File: src/rtl/comnet_reg_arbiter_if.sv
// Register-bus bundle: comnet request/response signals plus the per-slave strobe/response bus.
// master is the arbiter's view; slave is the environment (comnet front end and register slaves).
interface comnet_reg_arbiter_if #(
  parameter int NSLV = 4
);
  logic               wr;
  logic               rd;
  logic [15:0]        addr;
  logic [31:0]        data;
  logic [31:0]        rdata;
  logic               ack;
  logic               nack;
  logic               unknown;
  logic               timeout;
  logic               busy;
  logic [NSLV-1:0]    s_wr;
  logic [NSLV-1:0]    s_rd;
  logic [11:0]        s_addr;
  logic [31:0]        s_wdata;
  logic [NSLV*32-1:0] s_rdata;
  logic [NSLV-1:0]    s_ack;
  logic [NSLV-1:0]    s_nack;

  modport master (
    input  wr, rd, addr, data, s_rdata, s_ack, s_nack,
    output rdata, ack, nack, unknown, timeout, busy, s_wr, s_rd, s_addr, s_wdata
  );

  modport slave (
    output wr, rd, addr, data, s_rdata, s_ack, s_nack,
    input  rdata, ack, nack, unknown, timeout, busy, s_wr, s_rd, s_addr, s_wdata
  );
endinterface

File: src/rtl/comnet_reg_arbiter.sv
// Register-bus controller: one comnet wr/rd at a time, strobes slave addr[15:12], returns ack/nack/unknown/timeout.
// Fastest turnaround 4 edges (request E0, response pulse E2..E3); requests arriving while busy are dropped.
module comnet_reg_arbiter #(
  parameter int NSLV    = 4,
  parameter int TIMEOUT = 255
) (
  input  logic                clk,
  input  logic                reset_i,
  comnet_reg_arbiter_if.master bus
);

  localparam int CW = $clog2(TIMEOUT + 1);

  typedef enum logic [1:0] {ST_IDLE, ST_STROBE, ST_WAIT, ST_RESP} state_t;
  typedef enum logic [1:0] {RSP_ACK, RSP_NACK, RSP_UNKNOWN, RSP_TIMEOUT} resp_t;

  typedef struct packed {
    logic        wr;
    logic [3:0]  sel;
    logic [11:0] off;
    logic [31:0] wdata;
  } req_t;

  state_t          r_state, w_state_nxt;
  resp_t           r_resp, w_resp_nxt;
  req_t            r_req;
  logic [CW-1:0]   r_cnt, w_cnt_nxt;
  logic            r_pend_ack, r_pend_nack;
  logic            w_pend_ack_nxt, w_pend_nack_nxt;
  logic [31:0]     r_rdata;
  logic            w_accept, w_rdata_load;
  logic            w_req, w_illegal, w_unknown;
  logic            w_sel_ack, w_sel_nack;
  logic [31:0]     w_sel_rdata;
  logic [NSLV-1:0] w_onehot;

  assign w_req     = bus.wr | bus.rd;
  assign w_illegal = bus.wr & bus.rd;
  assign w_unknown = 32'(bus.addr[15:12]) >= 32'(NSLV);

  // Only the latched slave's response lines are ever looked at.
  always_comb begin
    w_onehot    = '0;
    w_sel_ack   = 1'b0;
    w_sel_nack  = 1'b0;
    w_sel_rdata = '0;
    for (int i = 0; i < NSLV; i++) begin
      if (r_req.sel == 4'(i)) begin
        w_onehot[i] = 1'b1;
        w_sel_ack   = bus.s_ack[i];
        w_sel_nack  = bus.s_nack[i];
        w_sel_rdata = bus.s_rdata[32*i +: 32];
      end
    end
  end

  always_ff @(posedge clk) begin
    if (!reset_i) begin
      r_state <= ST_IDLE;
    end else begin
      r_state <= w_state_nxt;
    end
  end

  always_comb begin
    w_state_nxt     = r_state;
    w_resp_nxt      = r_resp;
    w_cnt_nxt       = r_cnt;
    w_pend_ack_nxt  = r_pend_ack;
    w_pend_nack_nxt = r_pend_nack;
    w_accept        = 1'b0;
    w_rdata_load    = 1'b0;
    case (r_state)
      ST_IDLE: begin
        if (w_req) begin
          w_accept        = 1'b1;
          w_cnt_nxt       = '0;
          w_pend_ack_nxt  = 1'b0;
          w_pend_nack_nxt = 1'b0;
          if (w_illegal) begin
            w_state_nxt = ST_RESP;
            w_resp_nxt  = RSP_NACK;
          end else if (w_unknown) begin
            w_state_nxt = ST_RESP;
            w_resp_nxt  = RSP_UNKNOWN;
          end else begin
            w_state_nxt = ST_STROBE;
          end
        end
      end
      ST_STROBE: begin
        // A response in the strobe cycle is parked and returned from the first WAIT cycle.
        w_state_nxt = ST_WAIT;
        if (w_sel_nack) begin
          w_pend_nack_nxt = 1'b1;
        end else if (w_sel_ack) begin
          w_pend_ack_nxt = 1'b1;
          w_rdata_load   = !r_req.wr;
        end
      end
      ST_WAIT: begin
        w_state_nxt = ST_RESP;
        if (r_pend_nack) begin
          w_resp_nxt = RSP_NACK;
        end else if (r_pend_ack) begin
          w_resp_nxt = RSP_ACK;
        end else if (w_sel_nack) begin
          w_resp_nxt = RSP_NACK;
        end else if (w_sel_ack) begin
          w_resp_nxt   = RSP_ACK;
          w_rdata_load = !r_req.wr;
        end else if (r_cnt == CW'(TIMEOUT - 1)) begin
          w_resp_nxt = RSP_TIMEOUT;
          w_cnt_nxt  = r_cnt + 1'b1;
        end else begin
          w_state_nxt = ST_WAIT;
          w_cnt_nxt   = r_cnt + 1'b1;
        end
      end
      ST_RESP: begin
        w_state_nxt     = ST_IDLE;
        w_cnt_nxt       = '0;
        w_pend_ack_nxt  = 1'b0;
        w_pend_nack_nxt = 1'b0;
      end
      default: w_state_nxt = ST_IDLE;
    endcase
  end

  always_ff @(posedge clk) begin
    if (!reset_i) begin
      r_resp      <= RSP_ACK;
      r_req       <= '0;
      r_cnt       <= '0;
      r_pend_ack  <= 1'b0;
      r_pend_nack <= 1'b0;
      r_rdata     <= '0;
    end else begin
      r_resp      <= w_resp_nxt;
      r_cnt       <= w_cnt_nxt;
      r_pend_ack  <= w_pend_ack_nxt;
      r_pend_nack <= w_pend_nack_nxt;
      if (w_accept) begin
        r_req.wr    <= bus.wr;
        r_req.sel   <= bus.addr[15:12];
        r_req.off   <= bus.addr[11:0];
        r_req.wdata <= bus.data;
      end
      if (w_rdata_load) begin
        r_rdata <= w_sel_rdata;
      end
    end
  end

  assign bus.busy    = (r_state != ST_IDLE);
  assign bus.ack     = (r_state == ST_RESP) && (r_resp == RSP_ACK);
  assign bus.nack    = (r_state == ST_RESP) && (r_resp == RSP_NACK);
  assign bus.unknown = (r_state == ST_RESP) && (r_resp == RSP_UNKNOWN);
  assign bus.timeout = (r_state == ST_RESP) && (r_resp == RSP_TIMEOUT);
  assign bus.s_wr    = (r_state == ST_STROBE && r_req.wr)  ? w_onehot : '0;
  assign bus.s_rd    = (r_state == ST_STROBE && !r_req.wr) ? w_onehot : '0;
  assign bus.s_addr  = r_req.off;
  assign bus.s_wdata = r_req.wdata;
  assign bus.rdata   = r_rdata;

endmodule
File: src/flat_wrapper.sv
// flat-port wrapper written by rule: the top's interface ports become plain ports
module comnet_reg_arbiter_flat 
#(
  parameter int NSLV    = 4,
  parameter int TIMEOUT = 255
)
  (clk, reset_i, bus_wr, bus_rd, bus_addr, bus_data, bus_s_rdata, bus_s_ack, bus_s_nack, bus_rdata, bus_ack, bus_nack, bus_unknown, bus_timeout, bus_busy, bus_s_wr, bus_s_rd, bus_s_addr, bus_s_wdata);
  comnet_reg_arbiter_if #(.NSLV(NSLV)) bus_i ();
  input  logic clk;
  input  logic reset_i;
  input wire logic [$bits(bus_i.wr)-1:0] bus_wr;
  input wire logic [$bits(bus_i.rd)-1:0] bus_rd;
  input wire logic [$bits(bus_i.addr)-1:0] bus_addr;
  input wire logic [$bits(bus_i.data)-1:0] bus_data;
  input wire logic [$bits(bus_i.s_rdata)-1:0] bus_s_rdata;
  input wire logic [$bits(bus_i.s_ack)-1:0] bus_s_ack;
  input wire logic [$bits(bus_i.s_nack)-1:0] bus_s_nack;
  output wire logic [$bits(bus_i.rdata)-1:0] bus_rdata;
  output wire logic [$bits(bus_i.ack)-1:0] bus_ack;
  output wire logic [$bits(bus_i.nack)-1:0] bus_nack;
  output wire logic [$bits(bus_i.unknown)-1:0] bus_unknown;
  output wire logic [$bits(bus_i.timeout)-1:0] bus_timeout;
  output wire logic [$bits(bus_i.busy)-1:0] bus_busy;
  output wire logic [$bits(bus_i.s_wr)-1:0] bus_s_wr;
  output wire logic [$bits(bus_i.s_rd)-1:0] bus_s_rd;
  output wire logic [$bits(bus_i.s_addr)-1:0] bus_s_addr;
  output wire logic [$bits(bus_i.s_wdata)-1:0] bus_s_wdata;
  assign bus_i.wr = bus_wr;
  assign bus_i.rd = bus_rd;
  assign bus_i.addr = bus_addr;
  assign bus_i.data = bus_data;
  assign bus_i.s_rdata = bus_s_rdata;
  assign bus_i.s_ack = bus_s_ack;
  assign bus_i.s_nack = bus_s_nack;
  assign bus_rdata = bus_i.rdata;
  assign bus_ack = bus_i.ack;
  assign bus_nack = bus_i.nack;
  assign bus_unknown = bus_i.unknown;
  assign bus_timeout = bus_i.timeout;
  assign bus_busy = bus_i.busy;
  assign bus_s_wr = bus_i.s_wr;
  assign bus_s_rd = bus_i.s_rd;
  assign bus_s_addr = bus_i.s_addr;
  assign bus_s_wdata = bus_i.s_wdata;
  comnet_reg_arbiter #(.NSLV(NSLV), .TIMEOUT(TIMEOUT)) u_core (.clk(clk), .reset_i(reset_i), .bus(bus_i));
endmodule
File: config.mk
export PLATFORM = sky130hd
export DESIGN_NAME = comnet_reg_arbiter_flat
export DESIGN_NICKNAME = d
export VERILOG_FILES = /design/src/rtl/comnet_reg_arbiter_if.sv /design/src/rtl/comnet_reg_arbiter.sv /design/src/flat_wrapper.sv
export SDC_FILE = /design/constraint.sdc
export NUM_CORES = 1
export LEC_CHECK = 0
export CAP_MARGIN = 20
export CORE_ASPECT_RATIO = 1.1
export CORE_MARGIN = 4
export CORE_UTILIZATION = 40
export CTS_CLUSTER_DIAMETER = 200
export DETAILED_ROUTE_END_ITERATION = 10
export GPL_ROUTABILITY_DRIVEN = 0
export PLACE_DENSITY = 0.81
export SYNTH_ARGS = -nofsm -noshare
export SYNTH_HDL_FRONTEND = slang
export SYNTH_SLANG_ARGS = --single-unit
File: constraint.sdc
create_clock -name clk -period 2.6 [get_ports clk]
set_input_delay 0.39 -clock clk [delete_from_list [all_inputs] [get_ports clk]]
set_output_delay 0.39 -clock clk [all_outputs]
set_load 0.01 [all_outputs]
==> run_results.csv <==
group,metric,value,unit
power_and_ir_drop,intPower,3.450,mW
placement,port_buffers,276,
routing,firstDrtPassIters,5,
timing,fmax,408.4,MHz
power_and_ir_drop,seqPwrFrac,0.349,
clocking,cts-htree-levels,3,
power_and_ir_drop,switchingPower,1.734,mW
power_and_ir_drop,power,5.184,mW
cells_and_area,antennaDiodeCount,0,
synthesis,synthArstFlopShare,0,
cells_and_area,stdcell_count,942,
grt,grt.total_usage,0.2241,
routing,viasPerCell,5.314,
synthesis,syn_area_per_cell,9.152,um2
synthesis,syn-cell-area,5263,um2
grt,top_usage_layer,"met2",
synthesis,synth_cells,575,
clocking,path_clk_slew,0.06,ns
synthesis,synth_edf_count,0,
timing,hold_viol,0,
die,die_x,117.4,um
die,core.rowCount,43,
clocking,cts_setup_buffers,0,
setup_path,cpLargestDelayFamily,"simple AND/OR/NAND/NOR gates",
clocking,clockBufferDepth,2,
clocking,cts_tree,"built",
placement,hpwl,13.51,mm
grt,met2_usage,0.4027,
grt,grt_pass1_wl,27.26,mm
setup_path,cp_data_required_time,2.21,ns
setup_path,reg2reg_depth,6,
placement,placed_cells,927,
grt,grt_util_met3,0.06620,
run,maxCapViolCount,0,
timing,fin_ws,0.1513,ns
synthesis,synth_seq_cells,95,
timing,slew_headroom,0.6021,
grt,grt-ovfl-total,0,
setup_path,worstSetupPathType,"register to output pin",
grt,groute.layer.met1.usage,0.2562,
worst_hold_path,min_path_type,"register to register",
cells_and_area,final_util,0.6350,
placement,dp_slack,0.2388,ns
synthesis,seq_area_frac_synth,0.3614,
synthesis,ys.flop_type,"dfxtp_1",
setup_path,r2r-end,"u_core.r_resp[0]",
routing,drt_wl_total,17.40,mm
setup_path,max_stage_delay,0.61,ns
timing,finalSetupViolCount,0,
routing,final_antenna_net_count,0,
die,io-pin-count,277,
grt,grt_max_degree,65,
grt,grt_pass1_vias,4985,
synthesis,yosysUniqueCellTypes,41,
timing,rsz0062_at_grt,"false",
cells_and_area,finish.instance_area,8097,um2
worst_hold_path,hold_path_end,"u_core.bus.s_wdata[3]",
clocking,hold_buffers,0,
setup_path,r2r_slack,0.41,ns
setup_path,r2r-start,"u_core.r_req[45]",
worst_hold_path,hp-start,"u_core.bus.s_wdata[3]",
routing,initialDrtViolationCount,368,
clocking,cts_resized,0,
worst_hold_path,hold_depth,2,
timing,whs,0.4607,ns
timing,fin_skew,0.006651,ns
power_and_ir_drop,p_per_area,640.3,nW/um2
cells_and_area,mostFrequentLayoutCells,"clkdlybuf4s50_1 (275), nand2_1 (106), dfxtp_1 (94)",
setup_path,path_cells,"or3b_2, nor3_1, clkdlybuf4s50_1",
clocking,clock_sinks,95,
timing,final_max_slew_viol_count,0,
routing,vias,5006,
power_and_ir_drop,switching_share,0.3345,
routing,drt-wirelength-per-cell,18.47,um
setup_path,worst_setup_path_start_kind,"register",
cells_and_area,fin_nets,975,
run_status,status,"finished, final reports clean",
die,die_area,15060,um2
routing,drc,0,
setup_path,arrival,2.06,ns
die,core,12750,um2
setup_path,path_buf_inv,1,
power_and_ir_drop,combPwrFrac,0.395,
cells_and_area,drive_gt1_frac,0.06242,
timing,worst_pin_slew,0.5969,ns
grt,grt_antenna_before_repair,1,
power_and_ir_drop,p_leak,3.198,nW
clocking,cts-root-buf,"clkbuf_16",
setup_path,crit_slowest_cell,"clkdlybuf4s50_1",
cells_and_area,final_common_cell,"clkdlybuf4s50_1",
synthesis,synthesis.nets,769,
setup_path,endpoint_kind,"output pin",
placement,place_area,7797,um2
die,dieHeight,128.3,um
timing,post-route-period-util,0.9418,
die,start_util,0.4127,
setup_path,crit_fanout,7,
power_and_ir_drop,power_frac_clock,0.256,
clocking,clk_latency,0.33,ns
timing,fin_crit,2.449,ns
cells_and_area,areaGrowthSynthToFinish,53.85,%
clocking,cts_made_buffers,9,
power_and_ir_drop,ir_drop,0.0005422,V
timing,tns,0,ns
synthesis,yosys_warnings,0,
power by group through the flow:
stage | sequential, mW | clock [mW] | combinational [mW]
6_report | 1.81 | 1.33 | 2.05
5_1_grt | 1.84 | 1.44 | 2.22
4_1_cts | 1.81 | 1.37 | 2.06
3_5_place_dp | 1.84 | 0 | 2.05
3_3_place_gp | 1.83 | 0 | 1.99
2_1_floorplan | 1.83 | 0 | 1.25
cell families after synthesis:
| kind of cell | synth area share |
|---|---|
| simple gates | 0.1310 |
| flops | 0.3614 |
| mux | 0.1293 |
| compound gates | 0.2437 |
| xor+xnor | 0.009986 |
| fa+ha+maj | 0.01426 |
| buf+inv | 0.1103 |
area by class of cell:
cell class                 instances  area, um2
timing repair buffer             285       2850
multi-input combinational        380       2808
sequential                        95       1906
tap                              157      196.4
clock buffer                      12      256.5
clock inverter                     3      42.54
fill                            1084       4654
inverter                          10      37.54
worst min-delay path, stage by stage (launching register included):
cell      delay, ns
dfxtp_1        0.31
nand2_1        0.04
a21boi_0       0.06
synthesized netlist by cell type, drive strengths merged (2+ instances only):
master / instances / area share
and3: 4 / 0.0048
clkbuf: 26 / 0.019
o221ai: 33 / 0.078
nand3: 3 / 0.0029
nand2b: 6 / 0.0071
o21ai: 7 / 0.0067
and4: 2 / 0.0033
buf: 64 / 0.085
xnor2: 6 / 0.010
nor2: 16 / 0.011
dfxtp: 95 / 0.36
inv: 10 / 0.0071
nand2: 106 / 0.076
nor4: 6 / 0.0071
o31ai: 3 / 0.0043
nor3: 8 / 0.0076
o211a: 32 / 0.061
ha: 6 / 0.014
a31oi: 2 / 0.0024
o22ai: 2 / 0.0024
a21oi: 7 / 0.0067
a21boi: 49 / 0.070
mux2i: 68 / 0.13
state kept, by name, summed over array words and instances (netlist names):
signal / cells
u_core.r_state: 2
u_core.r_pend_ack: 1
u_core.bus.s_wdata: 32
u_core.r_resp: 2
u_core.bus.s_addr: 12
u_core.r_req: 5
u_core.bus.rdata: 32
u_core.r_cnt: 8
u_core.r_pend_nack: 1
how the worst max path moves through the flow:
stage | start | end | slack (ns) | depth (start not counted)
2_1_floorplan | u_core.r_req[47] | u_core.r_resp[0] | 0.73 | 6
3_3_place_gp | bus_s_nack[1] | u_core.bus.rdata[1] | 0.31 | 7
3_5_place_dp | bus_s_nack[1] | u_core.bus.rdata[2] | 0.24 | 7
4_1_cts | u_core.r_req[45] | bus_s_rd[3] | 0.15 | 5
5_1_grt | u_core.r_req[45] | bus_s_wr[3] | 0.05 | 5
6_report | u_core.r_req[45] | bus_s_rd[2] | 0.15 | 3
routing by layer:
metal,up-vias,part of all wire
met5,-,0.00075
met2,217,0.51
met1,2335,0.39
li1,2421,-
met3,31,0.077
met4,2,0.025
Power figures use the tool's default switching activity.
